$ cat src/rtl/mem_pkg.sv
// Shared definitions for the clearable simple dual-port RAM family.
package mem_pkg;

    // Clear engine states: CLEAR sweeps the array, IDLE is normal operation.
    typedef enum logic [0:0] {
        ST_CLEAR = 1'b0,
        ST_IDLE  = 1'b1
    } mem_state_e;

    // The only supported read latencies.
    localparam int OD_ONE = 32'sd1;
    localparam int OD_TWO = 32'sd2;

    // Address width for a given depth; never narrower than one bit.
    function automatic int addr_width(input int depth);
        int w;
        if (depth <= 32'sd2) begin
            w = 32'sd1;
        end else begin
            w = $clog2(depth);
        end
        return w;
    endfunction

endpackage

$ cat src/rtl/mem_sdp_clr_fwd_if.sv
// Write/read/clear bus of the clearable simple dual-port RAM.
interface mem_sdp_clr_fwd_if #(
    parameter int DATA_WIDTH = 8,
    parameter int AW         = 6
);
    logic                  clr;
    logic                  busy;
    logic                  wea;
    logic [AW-1:0]         addra;
    logic [DATA_WIDTH-1:0] dia;
    logic                  reb;
    logic [AW-1:0]         addrb;
    logic [DATA_WIDTH-1:0] dob;
    logic                  dob_valid;

    modport master (
        output clr, wea, addra, dia, reb, addrb,
        input  busy, dob, dob_valid
    );

    modport slave (
        input  clr, wea, addra, dia, reb, addrb,
        output busy, dob, dob_valid
    );
endinterface

$ cat src/rtl/mem_clr_sequencer.sv
// Clear engine: sweeps every address to DEFAULT_VALUE after reset or clr,
// and owns the RAM write port while it does so.
module mem_clr_sequencer
    import mem_pkg::*;
#(
    parameter int                    DATA_WIDTH    = 8,
    parameter int                    DEPTH         = 36,
    parameter int                    AW            = 6,
    parameter logic [DATA_WIDTH-1:0] DEFAULT_VALUE = {DATA_WIDTH{1'b0}}
) (
    input  logic                  clk,
    input  logic                  reset,
    input  logic                  clr,
    input  logic                  wea,
    input  logic [AW-1:0]         addra,
    input  logic [DATA_WIDTH-1:0] dia,
    output logic                  busy,
    output logic                  mem_we,
    output logic [AW-1:0]         mem_addr,
    output logic [DATA_WIDTH-1:0] mem_din
);

    localparam logic [AW-1:0] LAST_ADDR = AW'(DEPTH - 32'sd1);
    localparam logic [AW:0]   DEPTH_W   = (AW + 1)'(DEPTH);

    mem_state_e      state_r;
    mem_state_e      state_nx_s;
    logic [AW-1:0]   clr_addr_r;
    logic [AW-1:0]   clr_addr_nx_s;
    logic            busy_r;

    // Next state and next clear address; clr always restarts at address 0.
    always_comb begin
        state_nx_s    = state_r;
        clr_addr_nx_s = clr_addr_r;
        case (state_r)
            ST_CLEAR: begin
                if (clr) begin
                    clr_addr_nx_s = {AW{1'b0}};
                end else if (clr_addr_r == LAST_ADDR) begin
                    state_nx_s    = ST_IDLE;
                    clr_addr_nx_s = {AW{1'b0}};
                end else begin
                    clr_addr_nx_s = clr_addr_r + AW'(1);
                end
            end
            ST_IDLE: begin
                if (clr) begin
                    state_nx_s    = ST_CLEAR;
                    clr_addr_nx_s = {AW{1'b0}};
                end else begin
                    clr_addr_nx_s = clr_addr_r;
                end
            end
            default: begin
                state_nx_s    = ST_CLEAR;
                clr_addr_nx_s = {AW{1'b0}};
            end
        endcase
    end

    // State, sweep address and busy flag; reset lands in a fresh sweep.
    always_ff @(posedge clk or posedge reset) begin
        if (reset) begin
            state_r    <= ST_CLEAR;
            clr_addr_r <= {AW{1'b0}};
            busy_r     <= 1'b1;
        end else begin
            state_r    <= state_nx_s;
            clr_addr_r <= clr_addr_nx_s;
            busy_r     <= (state_nx_s == ST_CLEAR);
        end
    end

    // Write-port mux: the sweep wins; user writes pass only in IDLE and in range.
    always_comb begin
        mem_we   = 1'b0;
        mem_addr = addra;
        mem_din  = dia;
        if (state_r == ST_CLEAR) begin
            mem_we   = 1'b1;
            mem_addr = clr_addr_r;
            mem_din  = DEFAULT_VALUE;
        end else if (wea && ({1'b0, addra} < DEPTH_W)) begin
            mem_we   = 1'b1;
        end else begin
            mem_we   = 1'b0;
        end
    end

    assign busy = busy_r;

endmodule

$ cat src/rtl/mem_sdp_clr_fwd.sv
// Simple dual-port RAM with synchronous read, hardware clear sweep,
// optional same-address write forwarding and a 1- or 2-stage read pipeline.
module mem_sdp_clr_fwd
    import mem_pkg::*;
#(
    parameter int                    DATA_WIDTH    = 8,
    parameter int                    DEPTH         = 36,
    parameter int                    OUTPUT_DELAY  = 1,
    parameter logic [DATA_WIDTH-1:0] DEFAULT_VALUE = {DATA_WIDTH{1'b0}},
    parameter int                    FORWARD       = 1
) (
    input  logic              clk,
    input  logic              reset,
    mem_sdp_clr_fwd_if.slave  bus
);

    localparam int          AW      = addr_width(DEPTH);
    localparam logic [AW:0] DEPTH_W = (AW + 1)'(DEPTH);
    localparam bit          FWD_EN  = (FORWARD != 32'sd0);

    logic [DATA_WIDTH-1:0] mem_r [DEPTH];
    logic                  busy_s;
    logic                  mem_we_s;
    logic [AW-1:0]         mem_addr_s;
    logic [DATA_WIDTH-1:0] mem_din_s;
    logic [DATA_WIDTH-1:0] rd_data_s;
    logic [DATA_WIDTH-1:0] rd1_r;
    logic                  rd1_v_r;

    mem_clr_sequencer #(
        .DATA_WIDTH    (DATA_WIDTH),
        .DEPTH         (DEPTH),
        .AW            (AW),
        .DEFAULT_VALUE (DEFAULT_VALUE)
    ) u_seq (
        .clk      (clk),
        .reset    (reset),
        .clr      (bus.clr),
        .wea      (bus.wea),
        .addra    (bus.addra),
        .dia      (bus.dia),
        .busy     (busy_s),
        .mem_we   (mem_we_s),
        .mem_addr (mem_addr_s),
        .mem_din  (mem_din_s)
    );

    // Storage array; deliberately not reset, the clear sweep initialises it.
    always_ff @(posedge clk) begin
        if (mem_we_s) begin
            mem_r[mem_addr_s] <= mem_din_s;
        end
    end

    // Read data: default while sweeping or out of range, else forward or array.
    always_comb begin
        rd_data_s = DEFAULT_VALUE;
        if (busy_s) begin
            rd_data_s = DEFAULT_VALUE;
        end else if ({1'b0, bus.addrb} >= DEPTH_W) begin
            rd_data_s = DEFAULT_VALUE;
        end else if (FWD_EN && bus.wea && (bus.addra == bus.addrb)) begin
            rd_data_s = bus.dia;
        end else begin
            rd_data_s = mem_r[bus.addrb];
        end
    end

    // Stage 1: data captured only on a read, valid tracks reb every cycle.
    always_ff @(posedge clk or posedge reset) begin
        if (reset) begin
            rd1_r   <= DEFAULT_VALUE;
            rd1_v_r <= 1'b0;
        end else begin
            rd1_v_r <= bus.reb;
            if (bus.reb) begin
                rd1_r <= rd_data_s;
            end
        end
    end

    if (OUTPUT_DELAY == OD_ONE) begin : g_od1
        assign bus.dob       = rd1_r;
        assign bus.dob_valid = rd1_v_r;
    end else if (OUTPUT_DELAY == OD_TWO) begin : g_od2
        logic [DATA_WIDTH-1:0] rd2_r;
        logic                  rd2_v_r;

        // Stage 2: unconditional copy of stage 1 for the longer latency.
        always_ff @(posedge clk or posedge reset) begin
            if (reset) begin
                rd2_r   <= DEFAULT_VALUE;
                rd2_v_r <= 1'b0;
            end else begin
                rd2_r   <= rd1_r;
                rd2_v_r <= rd1_v_r;
            end
        end

        assign bus.dob       = rd2_r;
        assign bus.dob_valid = rd2_v_r;
    end else begin : g_bad_delay
        $fatal(1, "mem_sdp_clr_fwd: OUTPUT_DELAY must be 1 or 2");
        assign bus.dob       = DEFAULT_VALUE;
        assign bus.dob_valid = 1'b0;
    end

    assign bus.busy = busy_s;

endmodule

$ cat src/flat_wrapper.sv
// flat-port wrapper written by rule: the top's interface ports become plain ports
module mem_sdp_clr_fwd_flat import mem_pkg::*;
#(
    parameter int                    DATA_WIDTH    = 8,
    parameter int                    DEPTH         = 36,
    parameter int                    OUTPUT_DELAY  = 1,
    parameter logic [DATA_WIDTH-1:0] DEFAULT_VALUE = {DATA_WIDTH{1'b0}},
    parameter int                    FORWARD       = 1
)
  (clk, reset, bus_clr, bus_wea, bus_addra, bus_dia, bus_reb, bus_addrb, bus_busy, bus_dob, bus_dob_valid);
  mem_sdp_clr_fwd_if #(.DATA_WIDTH(DATA_WIDTH)) bus_i ();
  input  logic clk;
  input  logic reset;
  input wire logic [$bits(bus_i.clr)-1:0] bus_clr;
  input wire logic [$bits(bus_i.wea)-1:0] bus_wea;
  input wire logic [$bits(bus_i.addra)-1:0] bus_addra;
  input wire logic [$bits(bus_i.dia)-1:0] bus_dia;
  input wire logic [$bits(bus_i.reb)-1:0] bus_reb;
  input wire logic [$bits(bus_i.addrb)-1:0] bus_addrb;
  output wire logic [$bits(bus_i.busy)-1:0] bus_busy;
  output wire logic [$bits(bus_i.dob)-1:0] bus_dob;
  output wire logic [$bits(bus_i.dob_valid)-1:0] bus_dob_valid;
  assign bus_i.clr = bus_clr;
  assign bus_i.wea = bus_wea;
  assign bus_i.addra = bus_addra;
  assign bus_i.dia = bus_dia;
  assign bus_i.reb = bus_reb;
  assign bus_i.addrb = bus_addrb;
  assign bus_busy = bus_i.busy;
  assign bus_dob = bus_i.dob;
  assign bus_dob_valid = bus_i.dob_valid;
  mem_sdp_clr_fwd #(.DATA_WIDTH(DATA_WIDTH), .DEPTH(DEPTH), .OUTPUT_DELAY(OUTPUT_DELAY), .DEFAULT_VALUE(DEFAULT_VALUE), .FORWARD(FORWARD)) u_core (.clk(clk), .reset(reset), .bus(bus_i));
endmodule
$ cat config.mk
export PLATFORM = sky130hd
export DESIGN_NAME = mem_sdp_clr_fwd_flat
export DESIGN_NICKNAME = d
export VERILOG_FILES = /design/src/rtl/mem_pkg.sv /design/src/rtl/mem_sdp_clr_fwd_if.sv /design/src/rtl/mem_clr_sequencer.sv /design/src/rtl/mem_sdp_clr_fwd.sv /design/src/flat_wrapper.sv
export SDC_FILE = /design/constraint.sdc
export NUM_CORES = 1
export LEC_CHECK = 0
export CAP_MARGIN = 20
export CORE_MARGIN = 1
export CORE_UTILIZATION = 55
export CTS_BUF_LIST = sky130_fd_sc_hd__clkbuf_16
export CTS_CLUSTER_SIZE = 10
export DETAILED_ROUTE_END_ITERATION = 10
export PLACE_DENSITY = 0.75
export SYNTH_ARGS = -nofsm -noshare
export SYNTH_HDL_FRONTEND = slang
export SYNTH_SLANG_ARGS = --single-unit
$ cat constraint.sdc
create_clock -name clk -period 2.2 [get_ports clk]
set_clock_uncertainty 0.05 [all_clocks]
set_input_delay 0.44 -clock clk [delete_from_list [all_inputs] [get_ports clk]]
set_output_delay 0.44 -clock clk [all_outputs]
set_load 0.02 [all_outputs]
-- Word level (Yosys, flattened, before mapping)
Memories as Yosys holds them, arrays and structs flattened.
Index checks and enable logic that the tools add are counted.
- RAM bits: 288
- memories kept: 1
- flip-flop bits (word level): 17
- logic and storage cells: 33
- memory list (memory ; words ; width ; rd ports ; clocked after Yosys merged registers in ; write ports ; line ; RTL):
    u_core.mem_r ; 36 ; 8 ; 1 ; 0 ; 1 ; mem_sdp_clr_fwd.sv:21 ; logic [DATA_WIDTH-1:0] mem_r [DEPTH];
- reduce and logical (&&, ||, !) cells: 2
- multiplexer cells: 17
- $lt $le $gt $ge: 2
- add/subtract/negate cells: 1
- bitwise operators: 2
- equality and inequality tests: 3
- operator list (cell ; count):
    $mux 8 ; 4
    $mux 6 ; 4
    $pmux 6 s2 ; 1
    $mux 1 ; 7
    $add 6x1->6 const B ; 1
    $eq 6x6->1 ; 1
    $eq 6x6->1 const B ; 1
    $ge 6x6->1 const B ; 1
    $lt 6x6->1 const B ; 1
    $logic_and 1x1->1 ; 2
    $ne 2x2->1 const B ; 1
    $not 1->1 ; 2
    $pmux 1 s2 ; 1

-- Logic depth before layout (Yosys ltp)
- depth in word-level cells: 6
- gate-level depth with buffers: 9

-- By module
A second synthesis with hierarchy kept.
- cells, all modules: 663
- area, all modules: 12350.6 um^2
- by module, submodules not included (module ; sequential area each (um^2) ; cells each ; area each (um^2) ; times used):
    mem_sdp_clr_fwd ; 8873.5 ; 608 ; 11796.3 ; 1
    mem_clr_sequencer ; 201.4 ; 55 ; 554.3 ; 1

-- Worst setup path before layout
No wires, ideal clock.
- path kind: register to register
- from: register u_core.u_seq.state_r
- to: memory u_core.mem_r[32][0] (enable)
- path slack: -0.016 ns
- arrival: 1.796 ns
- stages on the path, launching flop included: 6
- library setup time: 0.370 ns
- buffers on the path: 2
- data required time: 1.780 ns
- path through: dfrtp_1 clkbuf_1 clkbuf_1 mux2i_1 nand3_1 nor2_1
- longest elaborated chain between the ends: 3
- elaborated cells between the ends (all ways): 4
- RTL lines (what ; line ; RTL):
    from (decl) ; mem_clr_sequencer.sv:26 ; mem_state_e state_r;
    from (signal assigned) ; mem_clr_sequencer.sv:69 ; state_r <= state_nx_s;
    $mux 1 ; mem_clr_sequencer.sv:80 ; if (state_r == ST_CLEAR) begin
    $mux 1 ; mem_sdp_clr_fwd.sv:50 ; if (mem_we_s) begin
    $mux 1 (implied by the code) ; mem_sdp_clr_fwd.sv:51 ; mem_r[mem_addr_s] <= mem_din_s;
    to (decl) ; mem_sdp_clr_fwd.sv:21 ;
Several ways; a longest one is shown, not always the timed one.

-- Worst setup path in the final report
- from: register u_core.u_seq.busy_r, in the netlist u_core.u_seq.busy
- to: output port bus_busy
- RTL lines (what ; line ; RTL):
    from (decl) ; mem_clr_sequencer.sv:30 ; logic busy_r;
    from (signal assigned) ; mem_clr_sequencer.sv:71 ; busy_r <= (state_nx_s == ST_CLEAR);
    to (decl) ; flat_wrapper.sv:20 ; output wire logic [$bits(bus_i.busy)-1:0] bus_busy;
No word-level cell between the ends.

==> results.json <==
{
  "status": "finished, final reports clean",
  "antenna_cells": 0,
  "grt_max_degree": 37,
  "rsz0062_at_grt": "false",
  "crit_path_end_kind": "primary output",
  "rows": 54,
  "drive_gt1_share_pct": 26.5,
  "p_sw_w": 0.00245,
  "viasPerCell": 6.24,
  "wire_per_inst_microns": 25.7,
  "drt_pass1_iterations": 5,
  "clockPowerShare_pct": 41.5,
  "portBuffers": 34,
  "syn_area_per_cell_sq_um": 17.7,
  "hold-worst-slack_ns": 0.304,
  "seq_area_frac_synth_pct": 72.3,
  "worstSetupStartpointType": "flop",
  "power.total_w": 0.0121,
  "fillers": 1473,
  "yosys_warnings": 0,
  "path_buf_inv": 1,
  "cts_tree": "built",
  "grt_remaining_overflow": 0,
  "worstPathArrival_ns": 1.66,
  "max_freq_mhz": 464,
  "nets": 886,
  "clk_latency_ns": 0.51,
  "ios": 35,
  "holdBufCountCts": 0,
  "numCtsBuffers": 36,
  "synth_edf_count": 288,
  "synth_async_sr_flop_share_pct": 5.57,
  "sequentialPowerShare_pct": 52.6,
  "grtUsageMet2_pct": 42.8,
  "combPwrFrac_pct": 5.9,
  "busiest_layer": "met2",
  "p_per_area_nw_per_um2": 808,
  "core_area_sq_um": 22100,
  "track_usage_pct": 26.0,
  "ant_nets": 0,
  "cpPeakStageDelay_ns": 0.60,
  "routed-via-count": 7198,
  "crit_chain": "clkdlybuf4s50_1",
  "min_period_over_period_pct": 97.9,
  "layout_commonest_cell": "edfxtp_1",
  "clk_pin_slew_ns": 0.06,
  "first_iter_violations": 679,
  "finalHoldViolCount": 0,
  "cap_violations": 0,
  "worst_path_max_delay_cell": "clkdlybuf4s50_1",
  "netlist_area_sq_um": 12500,
  "cp.required_ns": 1.71,
  "antenna_found_initial": 0,
  "final-max-slew-violation-count": 0,
  "syn-num-nets": 735,
  "post_cts.repair.setup_buffers": 0,
  "clk_path_buf_depth": 3,
  "met1_usage_pct": 33.9,
  "hpwl_mm": 19.6,
  "ctsResizeCount": 0,
  "p_leak_nw": 5.22,
  "synth-main-ff-cell": "edfxtp_1",
  "globalplace.congestion": 0.924,
  "grt_pass1_vias": 7407,
  "worstSetupPathType": "flop to primary output",
  "ir_drop_uv": 690,
  "netlist_instances": 709,
  "grt_first_pass_wirelength_mm": 44.1,
  "min_path_type": "primary input to asynchronous set/reset pin",
  "post-route-drc-count": 0,
  "die_h_microns": 153,
  "start_util_pct": 56.8,
  "setup_viol": 0,
  "wl_mm": 29.6,
  "worst_slew_pin_slew_ns": 0.715,
  "grtUsageMet3_pct": 6.10,
  "area_growth_pct": 19.2,
  "period_minus_slack_ns": 2.15,
  "die_x_microns": 153,
  "internal-power_w": 0.00964,
  "crit_fanout": 3,
  "die_area_sq_um": 23400,
  "ys_ff_latch": 305,
  "htree_num_levels": 2,
  "path_delay_family": "buffers and inverters",
  "clkSinkCount": 305,
  "clockRootBuffer": "clkbuf_16",
  "switching_share_pct": 20.3,
  "slew_headroom_pct": 52.3,
  "ys_types": 57,
  "layout_common_cells": "edfxtp_1, buf_4, nor2_1"
}
-- routing by layer --
metal  wire length (microns)  vias up
met5                       0        -
met4                    1010        0
met3                    2290       73
met2                   14300      333
met1                   12000     3641
li1                        -     3151
-- synth_stat cells (all sizes together), types with 12 or more instances --
cell type	instances	area [sq um]
edfxtp	288	8650
o21ai	20	100
dfrtp	16	400
mux2i	36	360
nand2b	12	75.1
nand2	27	101
nor2b	15	93.8
buf	27	178
nor2	51	199
mux4	47	1090
o22ai	13	81.3
mux2	20	225
-- power groups by stage --
stage,registers [W],logic (W),clock network [W]
final,0.00635,0.000716,0.00502
after global routing,0.00635,0.000752,0.00529
after CTS,0.00635,0.000705,0.00511
after detailed placement,0.00647,0.000697,0
after global placement,0.00646,0.000685,0
after floorplan,0.00646,0.000401,0
-- per-stage QoR --
step | TNS (ns) | std cells | setup slack (ns) | util [%] | instance area [sq um]
finish | 0 | 1153 | 0.0454 | 67.7 | 15000
global route | 0 | 1153 | 0.0132 | 67.7 | 15000
global placement | -68.54 | 1102 | -0.344 | 63.2 | 14000
floorplan | -0.215 | 709 | -0.0159 | - | 12500
detailed placement | -69.35 | 1102 | -0.381 | 63.2 | 14000
CTS | 0 | 1153 | 0.00853 | 67.6 | 14900
-- final cells by class --
cell class	instances	area [sq um]	share of cell area, %
Clock buffer	37	926	6.19
Sequential cell	305	9080	60.7
Tap cell	280	350	2.34
Clock inverter	14	52.6	0.351
Multi-Input combinational cell	359	3250	21.7
Timing Repair Buffer	149	1270	8.47
Inverter	9	33.8	0.226
-- registers in the layout (all words and copies together) (netlist names) --
register / count
u_core.u_seq.busy: 1
u_core.mem_r: 288
u_core.u_seq.state_r: 1
u_core.u_seq.clr_addr_r: 6
u_core.bus.dob_valid: 1
u_core.bus.dob: 8
-- logic make-up after synthesis --
| kind of cell | count (synthesis) | share of synthesized area (%) |
|---|---|---|
| flops | 305 | 72.3 |
| simple gates | 147 | 5.99 |
| mux | 103 | 13.3 |
| compound gates | 101 | 5.81 |
| buf+inv | 45 | 1.95 |
| xor+xnor | 7 | 0.489 |
| fa+ha+maj | 1 | 0.0997 |
-- path summary, 6_finish.rpt --
check	slack, ns	cells past startpoint	to	from
worst min-delay path	0.30	2	u_core.u_seq.clr_addr_r[3]	reset
max in group asynchronous	1.30	2	u_core.u_seq.state_r	reset
worst max-delay path	0.05	1	bus_busy	u_core.u_seq.busy
min in group clk	0.51	2	u_core.bus.dob[6]	u_core.bus.dob[6]
worst max register to register	0.07	7	u_core.mem_r[33][5]	u_core.u_seq.clr_addr_r[1]
worst min register to register	0.51	2	u_core.bus.dob[6]	u_core.bus.dob[6]
No activity file was read; power rests on OpenSTA's default activity.
